### src/rtl/vga_timing_gen_pkg.sv
// Shared timing constants for the VGA raster path.
// Holds the default 640x480@60 timing, the sync polarities and the counter width.
// The pixel/colour generator imports the same package so that its visible-area size
// always matches this timing generator.
// Also provides a helper that sums the four segments of one scan axis.

package vga_timing_gen_pkg;

   // Horizontal timing, in pixels
   localparam int DEF_H_ACTIVE = 640;
   localparam int DEF_H_FP     = 16;
   localparam int DEF_H_SYNC   = 96;
   localparam int DEF_H_BP     = 48;

   // Vertical timing, in lines
   localparam int DEF_V_ACTIVE = 480;
   localparam int DEF_V_FP     = 10;
   localparam int DEF_V_SYNC   = 2;
   localparam int DEF_V_BP     = 33;

   // Sync asserted levels (0 = active-low, as in the classic 640x480 mode)
   localparam bit DEF_H_SYNC_POL = 1'b0;
   localparam bit DEF_V_SYNC_POL = 1'b0;

   // Counter width; must cover the larger of the two axis totals
   localparam int DEF_CNT_W = 10;

   // Length of one full scan axis: visible area plus both porches plus sync.
   function automatic int axis_total(input int active, input int fp,
                                     input int sync, input int bp);
      return active + fp + sync + bp;
   endfunction

endpackage

### src/rtl/vga_timing_gen_if.sv
// Raster timing bundle, from the timing generator to the pixel generator and the connector.
// The master modport is the timing generator; the slave modport is any consumer.
//   h_count     current pixel column
//   v_count     current line
//   hsync       horizontal sync (asserted level set by the generator's polarity)
//   vsync       vertical sync
//   de          display enable: the current position is inside the visible area
//   line_start  one-clock pulse when the column wraps to 0
//   frame_start one-clock pulse when the position wraps to (0,0)

interface vga_timing_gen_if
   import vga_timing_gen_pkg::*;
#(
   parameter int CNT_W = DEF_CNT_W
);

   logic [CNT_W-1:0] h_count;
   logic [CNT_W-1:0] v_count;
   logic             hsync;
   logic             vsync;
   logic             de;
   logic             line_start;
   logic             frame_start;

   modport master (
      output h_count, v_count, hsync, vsync, de, line_start, frame_start
   );

   modport slave (
      input  h_count, v_count, hsync, vsync, de, line_start, frame_start
   );

endinterface

### src/rtl/vga_axis_counter.sv
// One scan axis of the raster: a position counter running 0..TOTAL-1 with decoded
// sync and visible-area flags and a wrap pulse.
// Ports:
//   clk     system clock
//   reset   synchronous, active-high; returns the axis to position 0
//   ce      advance enable; the position moves by one only when high
//   count   current position
//   sync    sync output at its asserted level (POL) inside the sync window
//   active  position is inside the visible area
//   wrap    one-clock pulse in the cycle the position has just wrapped to 0
// sync and active are decoded from the next position and registered together with it,
// so all outputs always describe the same position.

module vga_axis_counter #(
   parameter int TOTAL  = 800,
   parameter int ACTIVE = 640,
   parameter int FP     = 16,
   parameter int SYNC   = 96,
   parameter bit POL    = 1'b0,
   parameter int CNT_W  = 10
) (
   input  logic             clk,
   input  logic             reset,
   input  logic             ce,
   output logic [CNT_W-1:0] count,
   output logic             sync,
   output logic             active,
   output logic             wrap
);

   localparam logic [CNT_W-1:0] LAST = CNT_W'(TOTAL - 1);

   // Window limits carry one extra bit so a sync window ending exactly at
   // 2**CNT_W (zero back porch on a full-width axis) is still representable.
   localparam logic [CNT_W:0] ACTIVE_END = (CNT_W + 1)'(ACTIVE);
   localparam logic [CNT_W:0] SYNC_START = (CNT_W + 1)'(ACTIVE + FP);
   localparam logic [CNT_W:0] SYNC_END   = (CNT_W + 1)'(ACTIVE + FP + SYNC);

   logic             at_last;
   logic [CNT_W-1:0] count_next;
   logic [CNT_W:0]   count_next_ext;
   logic             sync_next;
   logic             active_next;

   // Next position and the flags that will belong to it. The counter wraps at
   // TOTAL-1, never at the natural 2**CNT_W rollover.
   always_comb begin
      at_last        = (count == LAST);
      count_next     = at_last ? '0 : count + CNT_W'(1);
      count_next_ext = {1'b0, count_next};
      sync_next      = ((count_next_ext >= SYNC_START) && (count_next_ext < SYNC_END)) ? POL : ~POL;
      active_next    = (count_next_ext < ACTIVE_END);
   end

   // Position, sync and active hold while ce is low; the wrap pulse is cleared on
   // every cycle that does not itself wrap so it can never stretch past one clock.
   always_ff @(posedge clk) begin
      if (reset) begin
         count  <= '0;
         sync   <= ~POL;
         active <= (ACTIVE > 0);
         wrap   <= 1'b0;
      end else if (ce) begin
         count  <= count_next;
         sync   <= sync_next;
         active <= active_next;
         wrap   <= at_last;
      end else begin
         wrap   <= 1'b0;
      end
   end

endmodule

### src/rtl/vga_timing_gen.sv
// Parametrised VGA raster timing generator.
// Runs from the system clock and advances one pixel per cycle that ce is high.
// Ports:
//   clk    system clock
//   reset  synchronous, active-high; restarts the raster at (0,0)
//   ce     pixel clock enable
//   vga    timing bundle (master): h_count, v_count, hsync, vsync, de,
//          line_start, frame_start
// The horizontal axis steps on every enabled pixel; the vertical axis steps only on
// the enabled pixel that ends a line. Every output is a register or an AND of
// registers, so the whole bundle is aligned to one raster position.

module vga_timing_gen
   import vga_timing_gen_pkg::*;
#(
   parameter int H_ACTIVE   = DEF_H_ACTIVE,
   parameter int H_FP       = DEF_H_FP,
   parameter int H_SYNC     = DEF_H_SYNC,
   parameter int H_BP       = DEF_H_BP,
   parameter int V_ACTIVE   = DEF_V_ACTIVE,
   parameter int V_FP       = DEF_V_FP,
   parameter int V_SYNC     = DEF_V_SYNC,
   parameter int V_BP       = DEF_V_BP,
   parameter bit H_SYNC_POL = DEF_H_SYNC_POL,
   parameter bit V_SYNC_POL = DEF_V_SYNC_POL,
   parameter int CNT_W      = DEF_CNT_W
) (
   input  logic             clk,
   input  logic             reset,
   input  logic             ce,
   vga_timing_gen_if.master vga
);

   localparam int H_TOTAL = axis_total(H_ACTIVE, H_FP, H_SYNC, H_BP);
   localparam int V_TOTAL = axis_total(V_ACTIVE, V_FP, V_SYNC, V_BP);

   localparam logic [CNT_W-1:0] H_LAST = CNT_W'(H_TOTAL - 1);

   logic [CNT_W-1:0] h_count;
   logic [CNT_W-1:0] v_count;
   logic             h_sync;
   logic             h_active;
   logic             h_wrap;
   logic             v_sync;
   logic             v_active;
   logic             v_wrap;
   logic             v_ce;

   // The line advances on the same enabled pixel that takes the column back to 0.
   assign v_ce = ce & (h_count == H_LAST);

   vga_axis_counter #(
      .TOTAL  (H_TOTAL),
      .ACTIVE (H_ACTIVE),
      .FP     (H_FP),
      .SYNC   (H_SYNC),
      .POL    (H_SYNC_POL),
      .CNT_W  (CNT_W)
   ) h_axis (
      .clk    (clk),
      .reset  (reset),
      .ce     (ce),
      .count  (h_count),
      .sync   (h_sync),
      .active (h_active),
      .wrap   (h_wrap)
   );

   vga_axis_counter #(
      .TOTAL  (V_TOTAL),
      .ACTIVE (V_ACTIVE),
      .FP     (V_FP),
      .SYNC   (V_SYNC),
      .POL    (V_SYNC_POL),
      .CNT_W  (CNT_W)
   ) v_axis (
      .clk    (clk),
      .reset  (reset),
      .ce     (v_ce),
      .count  (v_count),
      .sync   (v_sync),
      .active (v_active),
      .wrap   (v_wrap)
   );

   // The vertical wrap pulse is only ever raised on a line wrap, so ANDing it with
   // the line pulse marks exactly the return to (0,0).
   assign vga.h_count     = h_count;
   assign vga.v_count     = v_count;
   assign vga.hsync       = h_sync;
   assign vga.vsync       = v_sync;
   assign vga.de          = h_active & v_active;
   assign vga.line_start  = h_wrap;
   assign vga.frame_start = h_wrap & v_wrap;

endmodule

### src/flat_wrapper.sv
// flat-port wrapper written by rule: the top's interface ports become plain ports
module vga_timing_gen_flat import vga_timing_gen_pkg::*;
#(
   parameter int H_ACTIVE   = DEF_H_ACTIVE,
   parameter int H_FP       = DEF_H_FP,
   parameter int H_SYNC     = DEF_H_SYNC,
   parameter int H_BP       = DEF_H_BP,
   parameter int V_ACTIVE   = DEF_V_ACTIVE,
   parameter int V_FP       = DEF_V_FP,
   parameter int V_SYNC     = DEF_V_SYNC,
   parameter int V_BP       = DEF_V_BP,
   parameter bit H_SYNC_POL = DEF_H_SYNC_POL,
   parameter bit V_SYNC_POL = DEF_V_SYNC_POL,
   parameter int CNT_W      = DEF_CNT_W
)
  (clk, reset, ce, vga_h_count, vga_v_count, vga_hsync, vga_vsync, vga_de, vga_line_start, vga_frame_start);
  vga_timing_gen_if #(.CNT_W(CNT_W)) vga_i ();
  input  logic clk;
  input  logic reset;
  input  logic ce;
  output wire logic [$bits(vga_i.h_count)-1:0] vga_h_count;
  output wire logic [$bits(vga_i.v_count)-1:0] vga_v_count;
  output wire logic [$bits(vga_i.hsync)-1:0] vga_hsync;
  output wire logic [$bits(vga_i.vsync)-1:0] vga_vsync;
  output wire logic [$bits(vga_i.de)-1:0] vga_de;
  output wire logic [$bits(vga_i.line_start)-1:0] vga_line_start;
  output wire logic [$bits(vga_i.frame_start)-1:0] vga_frame_start;
  assign vga_h_count = vga_i.h_count;
  assign vga_v_count = vga_i.v_count;
  assign vga_hsync = vga_i.hsync;
  assign vga_vsync = vga_i.vsync;
  assign vga_de = vga_i.de;
  assign vga_line_start = vga_i.line_start;
  assign vga_frame_start = vga_i.frame_start;
  vga_timing_gen #(.H_ACTIVE(H_ACTIVE), .H_FP(H_FP), .H_SYNC(H_SYNC), .H_BP(H_BP), .V_ACTIVE(V_ACTIVE), .V_FP(V_FP), .V_SYNC(V_SYNC), .V_BP(V_BP), .H_SYNC_POL(H_SYNC_POL), .V_SYNC_POL(V_SYNC_POL), .CNT_W(CNT_W)) u_core (.clk(clk), .reset(reset), .ce(ce), .vga(vga_i));
endmodule
### config.mk
export PLATFORM = sky130hd
export DESIGN_NAME = vga_timing_gen_flat
export DESIGN_NICKNAME = d
export VERILOG_FILES = /design/src/rtl/vga_timing_gen_pkg.sv /design/src/rtl/vga_timing_gen_if.sv /design/src/rtl/vga_axis_counter.sv /design/src/rtl/vga_timing_gen.sv /design/src/flat_wrapper.sv
export SDC_FILE = /design/constraint.sdc
export NUM_CORES = 1
export LEC_CHECK = 0
export CAP_MARGIN = 30
export CORE_MARGIN = 3
export CORE_UTILIZATION = 40
export DETAILED_ROUTE_END_ITERATION = 8
export PLACE_DENSITY_LB_ADDON = 0.05
export SYNTH_ARGS = -nofsm -noshare
export SYNTH_HDL_FRONTEND = slang
export SYNTH_SLANG_ARGS = --single-unit
### constraint.sdc
create_clock -name clk -period 1.96 [get_ports clk]
set_input_delay 0.392 -clock clk [delete_from_list [all_inputs] [get_ports clk]]
set_output_delay 0.392 -clock clk [all_outputs]
set_load 0.02 [all_outputs]
# --- Yosys cells after proc, flatten, opt, wreduce, memory -nomap -nowiden ---
# Cells that the tools add are included.
word_totals:
  reg_bits: 26
  output_inout_bits: 25
  elab_cells: 31
op_classes:
  addsub: 2
  magnitude_cmp: 6
  eq_ne: 2
  mux: 4
  bitwise: 5
  reduce_logical: 4
ops:
  columns: ["op", "count"]
  rows:
  - ["10-bit by 1-bit adder with 10-bit output (second input constant)", 2]
  - ["10-bit == test (second input constant)", 2]
  - ["10-bit < comparator (second input constant)", 2]
  - ["10-bit by 9-bit < comparator with 1-bit output (second input constant)", 2]
  - ["10-bit two-way mux", 2]
  - ["10-bit >= comparator (second input constant)", 1]
  - ["10-bit by 9-bit >= comparator with 1-bit output (second input constant)", 1]
  - ["2-bit OR reduction", 2]
  - ["1-bit AND", 3]
  - ["1-bit logical AND", 2]
  - ["1-bit two-way mux", 2]
  - ["1-bit NOT", 2]

# --- Logic depth before layout (Yosys ltp) ---
# Gate-level depths: netlist of the first run.
logic_depth:
  ltp_word: 5
  depth_mapped: 8
  ltp_nobuf: 7

# --- Modules after synthesis ---
# A second synthesis of the first run with hierarchy kept.
hier_totals:
  cells_unflattened: 200
  area_unflattened_um2: 1614.0
by_module_without_submodules:
  columns: ["mod", "instances", "cells_each", "area_each_um2"]
  rows:
  - ["vga_axis_counter (u_core.h_axis)", 1, 101, 788.3]
  - ["vga_axis_counter (u_core.v_axis)", 1, 93, 778.2]
  - ["vga_timing_gen", 1, 6, 47.5]

# --- Worst setup path before layout of the first run ---
# Ideal clock, no wire load.
synth_timing:
  path_type: "register to register"
  start: "register u_core.h_axis.count[0]"
  end: "register u_core.v_axis.count[8]"
  setup_time_ns: 0.128
  arrival_time_ns: 1.918
  setup_slack_ns: -0.086
  path_stages_with_launch: 8
  n_path_buf: 1
  period_less_slack_ns: 2.046
  cell_sequence: "dfxtp_1 > ha_1 > nand2_1 > or4_4 > buf_6 > nor4_4 > xnor2_1 > nor2_1"
synth_via:
  elab_chain_len: 2
synth_rtl:
  columns: ["item", "line_no", "source"]
  rows:
  - ["start: declaration", "vga_axis_counter.sv:25", "output logic [CNT_W-1:0] count,"]
  - ["start signal: assignment", "vga_axis_counter.sv:64", "count <= count_next;"]
  - ["10-bit == test", "vga_timing_gen.sv:50", "assign v_ce = ce & (h_count == H_LAST);"]
  - ["1-bit AND", "vga_timing_gen.sv:50", null]
  - ["end signal: assignment", "vga_axis_counter.sv:64", null]
  - ["end: declaration", "vga_axis_counter.sv:25", null]
# No other way between the ends.
# A chain may end at the register's enable or synchronous reset.

# --- Worst setup path after layout of the first run ---
layout_timing:
  start: "register u_core.h_axis.count[7]"
  end: "output port vga_h_count[7]"
layout_rtl:
  columns: ["item", "line_no", "source"]
  rows:
  - ["end: declaration", "flat_wrapper.sv:21", "output wire logic [$bits(vga_i.h_count)-1:0] vga_h_count;"]
# No word-level cell between the ends.

==> results of run 1 <==
[worst max-delay path by stage]
stage	from	end	slack, ps	cells after the start
floorplan	u_core.h_axis.count[6]	u_core.v_axis.count[8]	0.3	7
global route	u_core.h_axis.count[9]	u_core.v_axis.count[5]	-10	5
finish	u_core.h_axis.count[7]	vga_h_count[7]	90	2
detailed placement	ce	u_core.v_axis.count[8]	-90	6
global placement	ce	u_core.v_axis.count[8]	-70	6
CTS	u_core.v_axis.count[4]	vga_v_count[4]	70	1
[registers in the layout, summed over array words and instances, names as in the netlist]
register,count
u_core.h_axis.active,1
u_core.h_axis.count,10
u_core.h_axis.sync,1
u_core.h_axis.wrap,1
u_core.v_axis.active,1
u_core.v_axis.count,10
u_core.v_axis.sync,1
u_core.v_axis.wrap,1
[cell usage after synthesis, types with 3 or more instances]
master,n
dfxtp_1,26
nor2_1,25
a21oi_1,14
nor3_1,13
nand2_1,12
nand4_1,10
clkbuf_1,8
o21ai_0,6
ha_1,5
xnor2_1,5
xor2_1,5
inv_1,4
nand3_1,4
a211oi_1,3
and2_1,3
buf_2,3
mux2i_1,3
nor4_1,3
or3_1,3
[metrics by stage]
stage	hold WS (ps)	cell area, um^2	util
floorplan	431	1570	-
global placement	457	2030	0.545
detailed placement	454	2030	0.545
CTS	476	2080	0.560
global route	522	2120	0.570
finish	473	2120	0.570
[per-layer routing]
metal	wire length, um	track usage
met3	161	0.0312
met1	2170	0.292
met2	1650	0.269
met4	34	0.0422
met5	0	0
[power groups by stage]
stage	Sequential, W	Clock (W)	Combinational, W
after floorplan	0.000557	0	0.0000223
after global placement	0.000553	0	0.0000530
after detailed placement	0.000554	0	0.0000535
after CTS	0.000541	0.000362	0.0000539
after global routing	0.000542	0.000389	0.0000590
final	0.000542	0.000350	0.0000537
[worst reg2reg max path, delay by kind of cell (launching register included)]
family	cells	cell delay, ps
flops	1	350
simple gates	2	770
compound gates	3	660
[what timing repair did]
item                                    CTS  global route
endpoints found under the setup margin    0             6
gates resized for setup                   0             4
buffers inserted                          0             3
[cells in the final DEF, fill, tap and decap left out, drive strengths merged, types with 2 or more instances in the layout]
cell / count
buf: 30
clkdlybuf4s50: 27
dfxtp: 26
nor2: 25
a21oi: 14
nor3: 13
nand2: 12
nand4: 10
o21ai: 6
xnor2: 5
xor2: 5
ha: 5
nand3: 5
inv: 4
clkbuf: 4
nor4: 4
and2: 3
mux2i: 3
or3: 3
a211oi: 3
nand2b: 2
o211ai: 2
nor2b: 2
and4b: 2
o31ai: 2
a31oi: 2
or4: 2
[cell families after synthesis]
| kind of cell | share of synthesized area |
|---|---|
| and+or+nand+nor | 0.335 |
| AOI/OAI and AO/OA | 0.157 |
| DFF | 0.334 |
| buffers and inverters | 0.0585 |
| xor gates and xnor gates | 0.0561 |
| adders and majority gates | 0.0401 |
| muxes | 0.0192 |
[area by class of cell]
type | instances | area (um^2)
Inverter | 4 | 15.0
Clock buffer | 4 | 55.1
Fill cell | 372 | 1600
Tap cell | 48 | 60.1
Multi-Input combinational cell | 147 | 966
Sequential cell | 26 | 528
Timing Repair Buffer | 57 | 495
==> key figures, run 1 <==
Synthesis
  – Synth Instances: 192
  – Number of flops mapped to enable cells by yosys: 0
  – Main synth FF type: dfxtp_1
  – Proportion of synthesized chip area in sequential cells: 0.334
  – Post-synthesis cell area: between 1500 and 2000 um^2
  – Warnings, synthesis: 0
  – Mean area per synthesized cell: between 8 and 9 um^2
  – Number of nets produced by synthesis: 200
  – Flops & latches, synth: 26
  – Post-synthesis cell type count: between 40 and 50
  – Fraction of post-synthesis cell area in the top cell type by area: 0.334
  – Leading cell types by total area after synthesis: dfxtp_1, nor2_1, a21oi_1
  – FFs w/ async S/R, synth: 0
  – Top cell type by total area after synthesis: dfxtp_1

Outcome
  – Outcome: finished, final reports clean

Worst setup path
  – Kind of end point of the critical path: output pin
  – Top cell family by delay on the critical path: buffers and inverters
  – Worst reg-to-reg setup slack: between 80 and 90 ps
  – Slowest stage cell, crit path: clkdlybuf4s50_1
  – Launching point of the worst reg2reg path: u_core.h_axis.count[3]
  – Crit path launch type: flop
  – Reg2reg end: u_core.h_axis.active
  – Setup Crit Path Kind: reg -> out
  – Register-to-Register Path Depth: 5
  – Worst path buffer plus inverter count: 2
  – CP required: 1570 ps
  – Critical Path Max Stage Delay: roughly 620 ps
  – Data arrival time of the critical path: between 1000 and 1500 ps
  – Chain of cells forming the critical path: buf_4, clkdlybuf4s50_1
  – Critical path fanouts, max: 9

Power and ir drop
  – Overall power of the completed layout: 0.000946 W
  – Peak VDD IR: around 0.32 mV
  – Portion of total power attributed to combinational logic: 0.057
  – Standby leakage power: ~0.8 nW
  – Share of total power in the clock network: 0.371
  – Cell Pwr Density: between 400 and 500 nW/um^2
  – Switching fraction of total power: 0.221
  – Sequential fraction of design power: 0.573
  – Int Power: 0.000737 W
  – Net load switching power: ~0.00021 W

Cells and area
  – Area Overhead vs Synth: 35.8%
  – Ant diodes: 0
  – Fraction of layout cells with a size suffix above 1: 0.214
  – Post-layout instance count excluding filler cells: about 290
  – Total Nets Final: 247

Floorplanning
  – Rows: 22
  – Initial Utilization: 0.420
  – Total Die Area: between 4000 and 5000 um^2
  – Core Area: about 3700 um^2
  – Die width: between 60 and 70 um
  – Die Y-Extent: 68.5 um
  – Count of pins on the block boundary: 28

Clocking
  – Clock-pin transition on the worst setup and hold timing paths: roughly 90 ps
  – Root buffer selected by CTS: clkbuf_8
  – Hold_buf cts: 0
  – Number of clock buffers inserted by TritonCTS: 3
  – Clock Latency Late Sink: 270 ps
  – Number of buffers on the longest clock path: 2
  – Sinks on Clock Net: 26
  – TritonCTS clock tree: built
  – Depth of the CTS H-tree: 1

STA
  – Slew at the pin with the worst max-slew slack: approximately 430 ps
  – Maximum clock frequency: between 500 and 600 MHz
  – Worst path setup slack after routing: around 85 ps
  – Final-report setup violation count: 0
  – Endpoints failing hold: 0
  – Worst slew margin: 0.710
  – Final count of pins violating max slew: 0
  – Period minus WS final: between 1500 and 2000 ps
  – Share of the cycle needed by the critical path after routing: 0.957
  – Post-route setup TNS: 0 ps
  – Max Clock Skew: 3.55 ps
  – Setup repair after global routing missed its margin: true

Min path
  – Path class of the lowest-slack min-delay path: reg -> reg
  – Depth of the worst hold-timing path: 2
  – Min-delay src: u_core.v_axis.active
  – Hold endpoint: u_core.v_axis.active

Routing
  – Ratio of routed vias to standard cells: between 5 and 6
  – Average wire per standard cell: roughly 14 um
  – Routed Wire Length: around 4 mm
  – Number of DRC markers in iteration 0: between 100 and 150
  – Via Count: between 1,500 and 2,000
  – DRC violation count after routing: 0
  – Number of detailed-routing iterations run before antenna repair: 4
  – Antenna-violating nets left: 0

Global routing
  – Wire length of the first global-routing pass: roughly 6.8 mm
  – Remaining global-route overflow: 0
  – Pin count of the biggest net entering global routing: 15
  – GRT Total Usage: 0.189
  – Via count of the first global-routing pass: 1,452
  – Initial antenna violation count: 0

Placement
  – Buffers added on ports: 27
  – Setup Slack @ Placement: -95.0 ps
  – Final GP Congestion: between 0.8 and 0.9
  – Instance count after placement with tap cells included: around 280
  – Post-DP HPWL: 2.99 mm

Flow run
  – Number of violations of the max-capacitance limit: 0
Note: power is estimated with default switching activity, not from simulation.
==> run 2: changes to the inputs <==
Settings changed: SLEW_MARGIN set to 40.
==> results of run 2 <==
Same layout as run 1: the final DEF is identical, and so are final timing and power.
==> RTL edit (config.mk and constraints of run 2) <==
Compare `count` against `LAST` with >= in place of ==.
--- a/src/rtl/vga_axis_counter.sv
+++ b/src/rtl/vga_axis_counter.sv
@@ -46,5 +46,5 @@
    // TOTAL-1, never at the natural 2**CNT_W rollover.
    always_comb begin
-      at_last        = (count == LAST);
+      at_last        = (count >= LAST);
       count_next     = at_last ? '0 : count + CNT_W'(1);
       count_next_ext = {1'b0, count_next};
Behaviour: same outputs for any inputs over 10 cycles, from zero or initial values and one cycle with reset high; that may be too few to reach the edited logic, so the function may still have changed.
==> RTL edit against run 2 <==
Final area grew 0.77%. Largest cell class unchanged. Wire length grew 0.62%. Worst setup slack gained 0.0032 ns. Total power grew 13%. Sequential cell count is the same. Synthesized area grew 2.7%. Clock power grew 27%. Critical path type unchanged. First-iteration DRC count shrank 28%.
==> RTL edit: results (changes against run 2) <==
Run status - complete, no violations
Worst reg-to-reg setup slack - 0.13 ns (+0.04 ns)
Initial drt markers - 105 (-28%)
Final non-filler cell total - 288 (+0.70%)
Min Hold Slack - 0.465 ns (-0.00854 ns)
Critical path peak fanout - 10 (+1)
Post-CTS sizing - 1 (+1)
First-pass GRT wire length - 6920 um (+1.3%)
Met2 wire len - 1850 um (+12%)
Post-synthesis sequential area ratio - 32.5% (-0.89 points)
Hpwl dp - 3010 um (+0.63%)
Syn_nets - 205 (+2.5%)
Share of cells above drive strength 1 - 18.3% (-3.1 points)
DP Worst Slack - 0.0723 ns (+0.167 ns)
Crit path time final - 1.87 ns (-0.00325 ns)
DRT met1 WL - 1910 um (-12%)
Met1 Use GR - 23.8% (-5.5 points)
Tightest Pin Transition - 0.433 ns (-0.00137 ns)
Routed WL per cell - 14.0 um (about the same)
Vias in the first global route - 1469 (+1.2%)
Max incr delay on CP - 0.60 ns (-0.02 ns)
Met3 wire len - 240 um (+49%)
Filler cell count - 358 (-3.8%)
CP endpoint - vga_h_count[5]
Placed cell areas - 0.00205 mm^2 (+1.2%)
RR Startpoint - u_core.v_axis.count[5]
GRT Util Overall - 17.1% (-1.8 points)
CP startpoint - u_core.h_axis.count[5]
Synth unique cells - 52 (+6.1%)
Placed cell count - 284 (+1.8%)
RTL edit: cell count changes after synthesis, sizes merged, moves of 5 or more:
cell,run 2,this run
nor2,25,13
a21oi,14,22
nand3b,1,8
nor3,13,8
RTL edit: power breakdown:
group / internal, mW / switching (mW)
logic: 0.0389 / 0.0451
clock network: 0.273 / 0.170
registers: 0.535 / 0.00666
total: 0.847 / 0.222
RTL edit: final cells by class:
cell class	instances	area [um^2]	area share, %
multi-input cells	153	1000	46.9
flip-flops and latches	26	526	24.6
repair buffers	52	458	21.4
well taps	48	60.1	2.81
clock buffers	3	41.3	1.93
clock inverters	1	30.0	1.41
inverters	5	18.8	0.879
RTL edit: cell families after synthesis:
group                    after synthesis  synth area share, %
AND/OR/NAND/NOR                       86                 32.9
AO/OA/AOI/OAI                         56                 21.8
flip-flops                            26                 32.5
buffers and inverters                 20                 5.78
XOR/XNOR                               4                 2.19
adder cells (fa/ha/maj)                4                 2.97
multiplexers                           3                 1.95
